## config.mk

```make
export PLATFORM = sky130hd
export DESIGN_NAME = spike_event_fifo_flat
export DESIGN_NICKNAME = d
export VERILOG_FILES = /design/src/rtl/spike_event_fifo_if.sv /design/src/rtl/spike_event_fifo.sv /design/src/flat_wrapper.sv
export SDC_FILE = /design/constraint.sdc
export NUM_CORES = 1
export LEC_CHECK = 0
export CORE_MARGIN = 2
export CORE_UTILIZATION = 25
export DETAILED_ROUTE_END_ITERATION = 10
export GPL_TIMING_DRIVEN = 0
export PLACE_DENSITY_LB_ADDON = 0.25
export SYNTH_ARGS = -nofsm -noshare
export SYNTH_HDL_FRONTEND = slang
export SYNTH_SLANG_ARGS = --single-unit
```

## constraint.sdc

```tcl
create_clock -name clk -period 3.9 [get_ports clk]
set_clock_uncertainty 0.1 [all_clocks]
set_input_delay 0.78 -clock clk [delete_from_list [all_inputs] [get_ports clk]]
set_output_delay 0.78 -clock clk [all_outputs]
set_load 0.05 [all_outputs]
```

## src/rtl/spike_event_fifo_if.sv

```systemverilog
// Readout handshake for spike timestamps: the FIFO side is the master, the
// host-side consumer is the slave.
interface spike_event_fifo_if #(
  parameter int unsigned TS_WIDTH = 16
);
  logic                ev_valid;
  logic                ev_ready;
  logic [TS_WIDTH-1:0] ev_ts;

  modport master (
    output ev_valid,
    output ev_ts,
    input  ev_ready
  );

  modport slave (
    input  ev_valid,
    input  ev_ts,
    output ev_ready
  );
endinterface

```

## src/rtl/spike_event_fifo.sv

```systemverilog
// Timestamps each LIF spike, buffers timestamps in a first-word-fall-through FIFO,
// counts dropped events and reports the spike rate per fixed window.
module spike_event_fifo #(
  parameter int unsigned TS_WIDTH = 16,
  parameter int unsigned DEPTH    = 8,
  parameter int unsigned WIN_LOG2 = 8
) (
  input  logic                     clk,
  input  logic                     rst,
  input  logic                     spike_in,
  input  logic                     clear_stats,
  spike_event_fifo_if.master       ev,
  output logic [$clog2(DEPTH):0]   fifo_count,
  output logic                     overflow,
  output logic [7:0]               drop_cnt,
  output logic [7:0]               rate,
  output logic                     rate_valid
);

  localparam int unsigned PTR_W = $clog2(DEPTH);
  localparam int unsigned CNT_W = PTR_W + 1;

  logic [TS_WIDTH-1:0] ts;
  logic [TS_WIDTH-1:0] mem [DEPTH];
  logic [PTR_W-1:0]    wr_ptr;
  logic [PTR_W-1:0]    rd_ptr;
  logic [CNT_W-1:0]    count;

  logic                full;
  logic                pop;
  logic                push;
  logic                drop;

  logic [WIN_LOG2-1:0] win_cnt;
  logic [7:0]          spk_cnt;
  logic [7:0]          spk_next;
  logic                win_end;

  assign ev.ev_valid = !rst && (count != '0);
  assign ev.ev_ts    = mem[rd_ptr];
  assign fifo_count  = count;
  assign rate_valid  = !rst && win_end;

  // A pop frees the slot the same cycle, so a full FIFO still accepts a push then.
  always_comb begin
    full     = (count == CNT_W'(DEPTH));
    pop      = ev.ev_valid && ev.ev_ready;
    push     = spike_in && (!full || pop);
    drop     = spike_in && full && !pop;
    win_end  = (win_cnt == '1);
    spk_next = (spike_in && (spk_cnt != 8'hFF)) ? spk_cnt + 8'd1 : spk_cnt;
  end

  always_ff @(posedge clk) begin
    if (rst) begin
      ts <= '0;
    end else begin
      ts <= ts + TS_WIDTH'(1);
    end
  end

  always_ff @(posedge clk) begin
    if (push) begin
      mem[wr_ptr] <= ts;
    end
  end

  always_ff @(posedge clk) begin
    if (rst) begin
      wr_ptr <= '0;
      rd_ptr <= '0;
      count  <= '0;
    end else begin
      if (push) begin
        wr_ptr <= wr_ptr + PTR_W'(1);
      end
      if (pop) begin
        rd_ptr <= rd_ptr + PTR_W'(1);
      end
      case ({push, pop})
        2'b10:   count <= count + CNT_W'(1);
        2'b01:   count <= count - CNT_W'(1);
        default: count <= count;
      endcase
    end
  end

  // A drop in the same cycle as clear_stats restarts the statistics at one drop.
  always_ff @(posedge clk) begin
    if (rst) begin
      overflow <= 1'b0;
      drop_cnt <= '0;
    end else if (drop) begin
      overflow <= 1'b1;
      if (clear_stats) begin
        drop_cnt <= 8'd1;
      end else if (drop_cnt != 8'hFF) begin
        drop_cnt <= drop_cnt + 8'd1;
      end
    end else if (clear_stats) begin
      overflow <= 1'b0;
      drop_cnt <= '0;
    end
  end

  always_ff @(posedge clk) begin
    if (rst) begin
      win_cnt <= '0;
      spk_cnt <= '0;
      rate    <= '0;
    end else begin
      win_cnt <= win_cnt + WIN_LOG2'(1);
      if (win_end) begin
        rate    <= spk_next;
        spk_cnt <= '0;
      end else begin
        spk_cnt <= spk_next;
      end
    end
  end

endmodule

```

## src/flat_wrapper.sv

```systemverilog
// flat-port wrapper written by rule: the top's interface ports become plain ports
module spike_event_fifo_flat 
#(
  parameter int unsigned TS_WIDTH = 16,
  parameter int unsigned DEPTH    = 8,
  parameter int unsigned WIN_LOG2 = 8
)
  (clk, rst, spike_in, clear_stats, fifo_count, overflow, drop_cnt, rate, rate_valid, ev_ev_valid, ev_ev_ts, ev_ev_ready);
  spike_event_fifo_if #(.TS_WIDTH(TS_WIDTH)) ev_i ();
  input  logic clk;
  input  logic rst;
  input  logic spike_in;
  input  logic clear_stats;
  output logic [$clog2(DEPTH):0] fifo_count;
  output logic overflow;
  output logic [7:0] drop_cnt;
  output logic [7:0] rate;
  output logic rate_valid;
  output wire logic [$bits(ev_i.ev_valid)-1:0] ev_ev_valid;
  output wire logic [$bits(ev_i.ev_ts)-1:0] ev_ev_ts;
  input wire logic [$bits(ev_i.ev_ready)-1:0] ev_ev_ready;
  assign ev_ev_valid = ev_i.ev_valid;
  assign ev_ev_ts = ev_i.ev_ts;
  assign ev_i.ev_ready = ev_ev_ready;
  spike_event_fifo #(.TS_WIDTH(TS_WIDTH), .DEPTH(DEPTH), .WIN_LOG2(WIN_LOG2)) u_core (.clk(clk), .rst(rst), .spike_in(spike_in), .clear_stats(clear_stats), .ev(ev_i), .fifo_count(fifo_count), .overflow(overflow), .drop_cnt(drop_cnt), .rate(rate), .rate_valid(rate_valid));
endmodule
```

==> run summary <==
first-pass GRT wire length - 25,200 µm
nets@finish - 584
Die Wd - 178 µm
fillers - 2,893
Cell Pwr Density - 527 mW/mm²
hold endpoint - u_core.win_cnt[0]$_SDFF_PP0_
Hold WS - 366 ps
Final Slew Violations - 0
R2R Path End - u_core.mem[1][10]$_DFFE_PP_
n_diodes - 0
placed insts - 944
GRT Overall Usage - 10.7%
Max Fclk - 0.267 GHz
most frequent cells in the layout - edfxtp_1, dfxtp_1, clkdlybuf4s50_1
gpl congestion - 0.786
post-synthesis average cell area - 15.1 µm²
largest net degree at the start of global routing - 21
hold path start - u_core.win_cnt[0]$_SDFF_PP0_
multi-input logic area - 0.00239 mm²
area delta synth->final - 22.7%
Static Leak - 3.00 nW
Peak supply drop - 0.252 mV
share of cells above drive strength 1 - 19.7%
post-synthesis cell count - 502
RSZ-0062 raised after global routing - no
Root Buffer - clkbuf_16
Top FF cell, synth - edfxtp_1
count of input and output buffers - 43
Worst Setup Start Kind - flip-flop
drt wl/cell - 16.3 µm
clk sinks - 190
top cell type's share of synthesized area - 50.8%
Remaining DRCs - 0
row count - 63
routed via count - 4,404
Period Utilization, post-route - 95.9%
critical path class - flip-flop to output pin
total CTS buffers - 17
die footprint - 0.0317 mm²
largest cells by area after synthesis - edfxtp_1, dfxtp_1, mux4_2, mux2_2, nor2_1
worst-margin pin slew - 999 ps
htree depth - 4
register area share after synthesis - 67.1%
R2R Setup Slk - 930 ps
vias per cell - 4.52
required time of the critical path - 3020 ps
number of unique standard cell types used by synthesis - 50
Layout Cells excl Fill - 975
CP arrival - 2860 ps
Hold Fails Final Rpt - 0
Routed WL - 15,900 µm
most common cell after layout, fill and taps aside - edfxtp_1
critical path endpoint category - output pin
Rel. slew slack - 33.1%
synth warn - 0
ys async rst share - 0%
Sum Neg Setup Slack - 0 ps
FF/Latch Area - 0.00508 mm²
critical path peak fanout - 10
hpwl dp - 11,200 µm
grt ovf - 0
CTS tree - yes
worst skew pair latency - 430 ps
Max Cap Viol - 0
IO Pins - 44
Mapped Area - 0.00757 mm²
register bit count reported by yosys - 190
Hold Crit Class - flip-flop to flip-flop
R2R depth - 5
Yosys top cell by area - edfxtp_1
CTS clock-pin slew for the worst setup and hold paths - 70 ps
TritonRoute pass-1 iters - 4
initial core utilization - 25.5%
Syn Nets - 514
outcome - completed
hold path depth - 1
Post-synth EDFFs - 128
Routed Antenna Nets - 0
Die Y - 178 µm
worst r2r src - u_core.fifo_count[0]$_SDFFE_PP0P_
Core ar. - 0.0297 mm²
CTS max path bufs - 2
initial antenna violation count - 0
initial DRC count - 249
cts-stage hold buffer count - 0
Final setup viols - 0
crit path time final - 3740 ps
number of global-route vias before repair - 4,518
how the worst max path moves through the flow:
stage / from / endpoint
2_1_floorplan: spike_in / u_core.mem[0][0]$_DFFE_PP_
6_report: flip-flop / ev_ev_ts[2]
4_1_cts: rst / ev_ev_valid
3_3_place_gp: spike_in / u_core.mem[0][6]$_DFFE_PP_
3_5_place_dp: rst / ev_ev_valid
5_1_grt: flip-flop / ev_ev_ts[7]
per-stage QoR:
stage                     total power [mW]  cell area [µm²]  setup WS, ps  util [%]
after floorplan                       2.88             7570           580         -
after global placement                3.11             8490         -1430      28.6
after detailed placement              3.13             8640          -648      29.1
after CTS                             4.97             9290          13.5      31.3
after global routing                  5.11             9300          2.06      31.3
final                                 4.90             9300           158      31.3
Yosys cell counts (3+ instances only):
cell type	number
nand4_1	10
clkbuf_1	11
buf_1	4
nand2b_1	10
or3_1	7
nor2_1	43
and3_1	6
nand3_1	19
or4_1	6
xnor2_1	9
dfxtp_1	62
mux4_2	32
nand2_1	15
ha_1	7
edfxtp_1	128
nor2b_1	3
a31oi_1	3
and4_1	4
buf_2	4
o21ai_0	12
xor2_1	11
a21oi_1	19
and2_1	3
mux2_2	16
mux2i_1	4
inv_1	9
o2bb2ai_1	6
nor3_1	10
critical path, cell delays in order (launching register included):
cell	delay [ps]
dfxtp_1	420
clkbuf_1	590
mux4_2	420
mux2_2	290
clkdlybuf4s50_1	700
area by class of cell:
type,instances,area share (%)
Timing Repair Buffer,52,6.03
Tap cell,390,5.25
Multi-Input combinational cell,283,25.7
Sequential cell,190,54.7
Clock buffer,17,4.58
Inverter,9,0.363
Buffer,19,1.08
Clock inverter,15,2.27
report_power, final:
| group | switching [mW] | internal (mW) |
|---|---|---|
| logic | 0.485 | 0.364 |
| registers | 0.0461 | 2.18 |
| clock network | 0.832 | 0.993 |
| total | 1.36 | 3.54 |
registers in the layout, indices dropped and copies added (netlist names), named ones only:
register           flops
u_core.win_cnt         8
u_core.rate            8
u_core.fifo_count      4
u_core.drop_cnt        8
u_core.wr_ptr          3
u_core.ts             16
u_core.rd_ptr          3
u_core.overflow        1
u_core.mem           128
u_core.spk_cnt         8
routing by layer:
layer | vias up | routed length (µm) | track usage (%)
li1 | 2091 | - | -
met4 | 0 | 151 | 3.21
met1 | 2201 | 7300 | 13.8
met3 | 15 | 564 | 2.75
met5 | - | 0 | 0
met2 | 97 | 7890 | 17.7
logic make-up after synthesis:
logic type | share of synthesized area [%]
DFF | 67.1
and+or+nand+nor | 10.3
AOI/OAI and AO/OA | 4.82
muxes | 12.6
buffers and inverters | 1.60
xor gates and xnor gates | 2.31
adders and majority gates | 1.16
what timing repair did:
item | CTS | global route
endpoints found under the setup margin | 17 | 5
gates resized for setup | 7 | 5
buffers inserted | 0 | 0
pin swaps | 0 | 0
(Power assumes the default switching activity.)
==> variant 1 (same settings) <==
`WIN_LOG2` is set to 8 in 2 places; all go to 6.
--- a/src/rtl/spike_event_fifo.sv
+++ b/src/rtl/spike_event_fifo.sv
@@ -4,5 +4,5 @@
   parameter int unsigned TS_WIDTH = 16,
   parameter int unsigned DEPTH    = 8,
-  parameter int unsigned WIN_LOG2 = 8
+  parameter int unsigned WIN_LOG2 = 6
 ) (
   input  logic                     clk,
--- a/src/flat_wrapper.sv
+++ b/src/flat_wrapper.sv
@@ -4,5 +4,5 @@
   parameter int unsigned TS_WIDTH = 16,
   parameter int unsigned DEPTH    = 8,
-  parameter int unsigned WIN_LOG2 = 8
+  parameter int unsigned WIN_LOG2 = 6
 )
   (clk, rst, spike_in, clear_stats, fifo_count, overflow, drop_cnt, rate, rate_valid, ev_ev_valid, ev_ev_ts, ev_ev_ready);
Behaviour: no difference found for any inputs over 4 cycles, from zero or initial values and one cycle with rst high; that may be too few to reach the edited logic, so the function may still have changed.
==> variant 1 against the original RTL <==
  * Sequential power fell by 2%
  * Routed wire length fell by 1.3%
  * Worst setup slack got worse by 37 ps
  * Area after synthesis fell by 1.2%
  * Sequential cell count fell by 2
  * Power fell by 8.9%
  * Cell area fell by 1.3%
  * Largest cell class unchanged
  * Highest routed layer unchanged
==> variant 1: results (changes against the original RTL) <==
yosys:
  synth_edf_count: 128  # unchanged
  async_flop_share: 0  # unchanged
  synth.distinct_cells: 48  # -4.0%
  synth_compound_area_frac: 0.0496  # +0.00141
  ys_seq_area_frac: 0.674  # +0.00262
  yosys-top-cells-count: "edfxtp_1, dfxtp_1, nor2_1"
  synth_fa_ha_area_frac: 0.0117  # +0.000137
  synth.area.mux_share: 0.127  # +0.00116
  synth_area_leaders: "edfxtp_1, dfxtp_1, mux4_2"
  synthesis.nets: 510  # -0.78%
  synth_xor_area_frac: 0.0199  # -0.00324
detailed_routing:
  drtIter0Drc: 332  # +33%
  drt_first_pass_iters: 4  # unchanged
  num_vias: 4377  # -0.61%
  wl_per_cell_um: 16.2  # -0.76%
worst_setup_path:
  r2r_cells: 6  # +1
  regToRegSetupSlack_ps: 1300  # +370 ps
  r2r_start: "u_core.fifo_count[0]$_SDFFE_PP0P_"
  timing.rr.end: "u_core.mem[0][7]$_DFFE_PP_"
  crit_arrival_ps: 2900  # +40 ps
grt:
  met2_usage: 0.180  # +0.00296
  grt_usage: 0.107  # -0.000430
  met3_usage: 0.0294  # +0.00193
  grt_pass1_vias: 4462  # -1.2%
  grt_pass1_wl_um: 25100  # -0.27%
  globalRouteMet1Util: 0.134  # -0.00425
  grt_max_degree: 20  # -4.8%
place:
  port_buffers: 42  # -2.3%
  pre_cts_ws_ps: -360  # +288 ps
  place_congestion: 0.761  # -3.1%
  hpwl_um: 10900  # -2.1%
power:
  powerSeq_mw: 2.19  # -2%
  p_switching_mw: 1.11  # -18%
  irDropWorstVdd_mv: 0.259  # +2.9%
  comb-power_mw: 0.585  # -31%
  p_leak_nw: 3.07  # +2.6%
clock_tree:
  clkTransAtPathRegs_ps: 60
cells_and_area:
  reg_top3: "u_core.mem (128), u_core.ts (16)"
  nNetsFinal: 580  # -0.68%
  drive_gt1_frac: 0.197  # about the same
sta:
  tightest_slew_ps: 742  # -257 ps
  finalHoldWorstSlack_ps: 355  # -10.7 ps
worst_hold_path:
  worstHoldPathType: "register to register"
  whs_endpoint: "u_core.win_cnt[0]$_SDFF_PP0_"
outcome:
  status: "complete, no violations"
floorplan:
  num_rows: 63  # unchanged
## variant 1: cell types whose count changed in the layout (fill, tap and decap cells not counted), moves of 5 or more
cell | before | now
buf_6 | 1 | 6
dlymetal6s2s_1 | 1 | 15
clkdlybuf4s50_1 | 42 | 27
inv_8 | 6 | 1
## variant 1: worst max path at each step
stage,slack (ps),depth (start not counted),endpoint,start
global placement,-1310,5,u_core.mem[0][14]$_DFFE_PP_,ev_ev_ready
detailed placement,-360,6,ev_ev_valid,rst
floorplan,630,4,u_core.mem[0][0]$_DFFE_PP_,ev_ev_ready
CTS,20,4,ev_ev_ts[1],register
finish,120,5,ev_ev_ts[14],register
global route,0.7,5,ev_ev_ts[14],register
## variant 1: timing repair
item / 4_1_cts / 5_1_grt
buffers inserted: 0 / 0
setup endpoints to repair: 17 / 17
resized for setup: 19 / 19
## variant 1: stage by stage
stage	instances	util	TNS, ps	cell area (um^2)	total power [mW]
CTS	970	0.309	0	9140	4.53
finish	970	0.310	0	9180	4.47
global route	970	0.310	0	9180	4.64
floorplan	498	-	0	7480	2.65
detailed placement	940	0.289	-1440	8550	2.83
global placement	930	0.284	-55450	8390	2.81
## variant 1: per-layer routing
metal | up-vias | wire, um
met4 | 0 | 136
li1 | 2079 | -
met5 | - | 0
met1 | 2209 | 7190
met3 | 8 | 590
met2 | 81 | 7790
## variant 1: final cells by class
type	instances	area (um^2)
well taps	390	488
flip-flops and latches	188	5040
clock buffers	19	433
fillers	2938	20400
inverters	6	22.5
plain buffers	20	111
multi-input cells	283	2350
clock inverters	12	138
repair buffers	52	593
## variant 1: worst reg2reg max path: cells and delay by family (launching register included)
kind / cells / cell delay [ps]
and+or+nand+nor: 3 / 1130
DFF: 1 / 510
buffers and inverters: 2 / 390
AOI/OAI and AO/OA: 1 / 170
==> variant 2 (same flow settings) <==
Without the edit above. Put one more register stage on the output `drop_cnt`, without a reset. The value now appears one clock later. The other outputs are not delayed to match.
--- a/src/rtl/spike_event_fifo.sv
+++ b/src/rtl/spike_event_fifo.sv
@@ -20,4 +20,6 @@
   localparam int unsigned PTR_W = $clog2(DEPTH);
   localparam int unsigned CNT_W = PTR_W + 1;
+
+  logic [7:0] drop_cnt_s0;
 
   logic [TS_WIDTH-1:0] ts;
@@ -90,15 +92,15 @@
     if (rst) begin
       overflow <= 1'b0;
-      drop_cnt <= '0;
+      drop_cnt_s0 <= '0;
     end else if (drop) begin
       overflow <= 1'b1;
       if (clear_stats) begin
-        drop_cnt <= 8'd1;
-      end else if (drop_cnt != 8'hFF) begin
-        drop_cnt <= drop_cnt + 8'd1;
+        drop_cnt_s0 <= 8'd1;
+      end else if (drop_cnt_s0 != 8'hFF) begin
+        drop_cnt_s0 <= drop_cnt_s0 + 8'd1;
       end
     end else if (clear_stats) begin
       overflow <= 1'b0;
-      drop_cnt <= '0;
+      drop_cnt_s0 <= '0;
     end
   end
@@ -120,4 +122,8 @@
   end
 
+  always_ff @(posedge clk) begin
+    drop_cnt <= drop_cnt_s0;
+  end
+
 endmodule
 
Formal check against the unedited RTL: not equivalent (Yosys sat finds a counterexample within 10 cycles, from zero or initial values and one cycle with rst high).
==> variant 2 against the original RTL <==
  * Sequential share of layout area grew 1.0 points
  * Worst setup slack lost 31 ps
  * Power shrank 6.2%
  * Area after synthesis grew 1.7%
  * Die area grew 1.7%
  * Cell area grew 1.2%
  * Critical endpoint is now ev_ev_ts[15]
  * Routed wire length is essentially flat
  * Synthesized cell count grew 1.6%
  * Sequential cell count grew 8
==> variant 2: results (changes against the original RTL) <==
outcome:
  status: "complete, no violations"
power:
  p_int_mw: 3.45  # -2.6%
  irDropWorstVdd_mv: 0.313  # +25%
  p_leak_nw: 3.05  # +1.7%
cells_and_area:
  nNetsFinal: 591  # +1.2%
  drive_gt1_frac: 0.194  # -0.00232
  n_fill_cell: 3002  # +3.8%
place:
  dp.cells: 957  # +1.4%
  pre_cts_ws_ps: -650  # -1.56 ps
  hpwl_um: 10700  # -3.8%
  place_congestion: 0.792  # +0.84%
sta:
  finalHoldWorstSlack_ps: 283  # -82.4 ps
  tightest_slew_ps: 988  # -10.7 ps
detailed_routing:
  vias_per_cell: 4.49  # -0.53%
  wl_um: 15900  # about the same
  dr_wl_met2_um: 7480  # -5.2%
  num_vias: 4439  # +0.79%
  wl_met3_um: 556  # -1.4%
  met1_length_um: 7670  # +5.1%
  drtIter0Drc: 311  # +25%
grt:
  grt_pass1_wl_um: 25000  # -0.77%
  grt_max_degree: 21  # unchanged
  grt_usage: 0.100  # -0.00681
  grt_pass1_vias: 4493  # -0.55%
worst_hold_path:
  whs_endpoint: "u_core.drop_cnt[7]$_DFF_P_"
  min_from: "u_core.drop_cnt_s0[7]$_SDFFE_PP0P_"
  whs_path_depth: 0  # -1
yosys:
  synthesis.nets: 522  # +1.6%
  yosys-top-cells-count: "edfxtp_1, dfxtp_1, nor2_1"
  synth_area_leaders: "edfxtp_1, dfxtp_1, mux4_2"
  ys_seq_area_frac: 0.681  # +0.00945
  syn_inst: 510  # +1.6%
  synth.distinct_cells: 48  # -4.0%
worst_setup_path:
  crit_arrival_ps: 2890  # +30 ps
  r2r_start: "u_core.fifo_count[2]$_SDFFE_PP0P_"
  r2r_cells: 6  # +1
variant 2: cell types whose count changed after synthesis, sizes merged, moves of 3 or more:
cell,unedited run,this run
and3,6,3
nor3,11,7
o21ai,12,15
nand3,20,17
nand2,15,21
dfxtp,62,70
variant 2: worst max path at each step:
stage	from	end	slack [ps]
6_report	register	ev_ev_ts[15]	130
5_1_grt	register	ev_ev_ts[7]	10
4_1_cts	register	ev_ev_ts[10]	10
3_5_place_dp	rst	ev_ev_valid	-650
3_3_place_gp	ev_ev_ready	u_core.mem[0][6]$_DFFE_PP_	-1210
2_1_floorplan	ev_ev_ready	u_core.mem[0][0]$_DFFE_PP_	650
variant 2: per-layer routing:
metal	GRT usage	vias up
met2	0.159	93
met1	0.135	2234
met5	0	-
li1	-	2100
met4	0.0263	0
met3	0.0286	12
variant 2: cell families after synthesis:
family	share of synthesized area
buffers and inverters	0.0162
multiplexers	0.125
adder cells (fa/ha/maj)	0.0114
XOR/XNOR	0.0216
AND/OR/NAND/NOR	0.0960
flip-flops	0.681
AO/OA/AOI/OAI	0.0491
variant 2: area by class of cell:
type,count,area share
inverter,9,0.00359
sequential,198,0.557
buffer,21,0.0108
clock inverter,15,0.0211
tap,396,0.0527
multi-input combinational,281,0.251
timing repair buffer,51,0.0586
clock buffer,17,0.0452
variant 2: what timing repair did:
action,4_1_cts,5_1_grt
gates resized for setup,7,7
endpoints found under the setup margin,15,14
cloned,0,0
variant 2: metrics by stage:
stage           util  cell area [um^2]
2_1_floorplan      -              7700
3_3_place_gp   0.284              8630
3_5_place_dp   0.288              8770
4_1_cts        0.309              9410
5_1_grt        0.309              9410
6_report       0.309              9410
variant 2: power groups by stage:
stage / registers (mW) / clock network, mW / logic (mW)
6_report: 2.28 / 1.82 / 0.493
5_1_grt: 2.29 / 1.96 / 0.527
4_1_cts: 2.28 / 1.87 / 0.503
3_5_place_dp: 2.33 / 0 / 0.500
3_3_place_gp: 2.33 / 0 / 0.484
2_1_floorplan: 2.34 / 0 / 0.340
variant 2: worst max-delay path, stage by stage, from the launching register on:
cell and delay [ps]:
dfxtp_1 420, clkbuf_1 620, mux4_2 400, mux2_2 320, clkdlybuf4s50_1 710
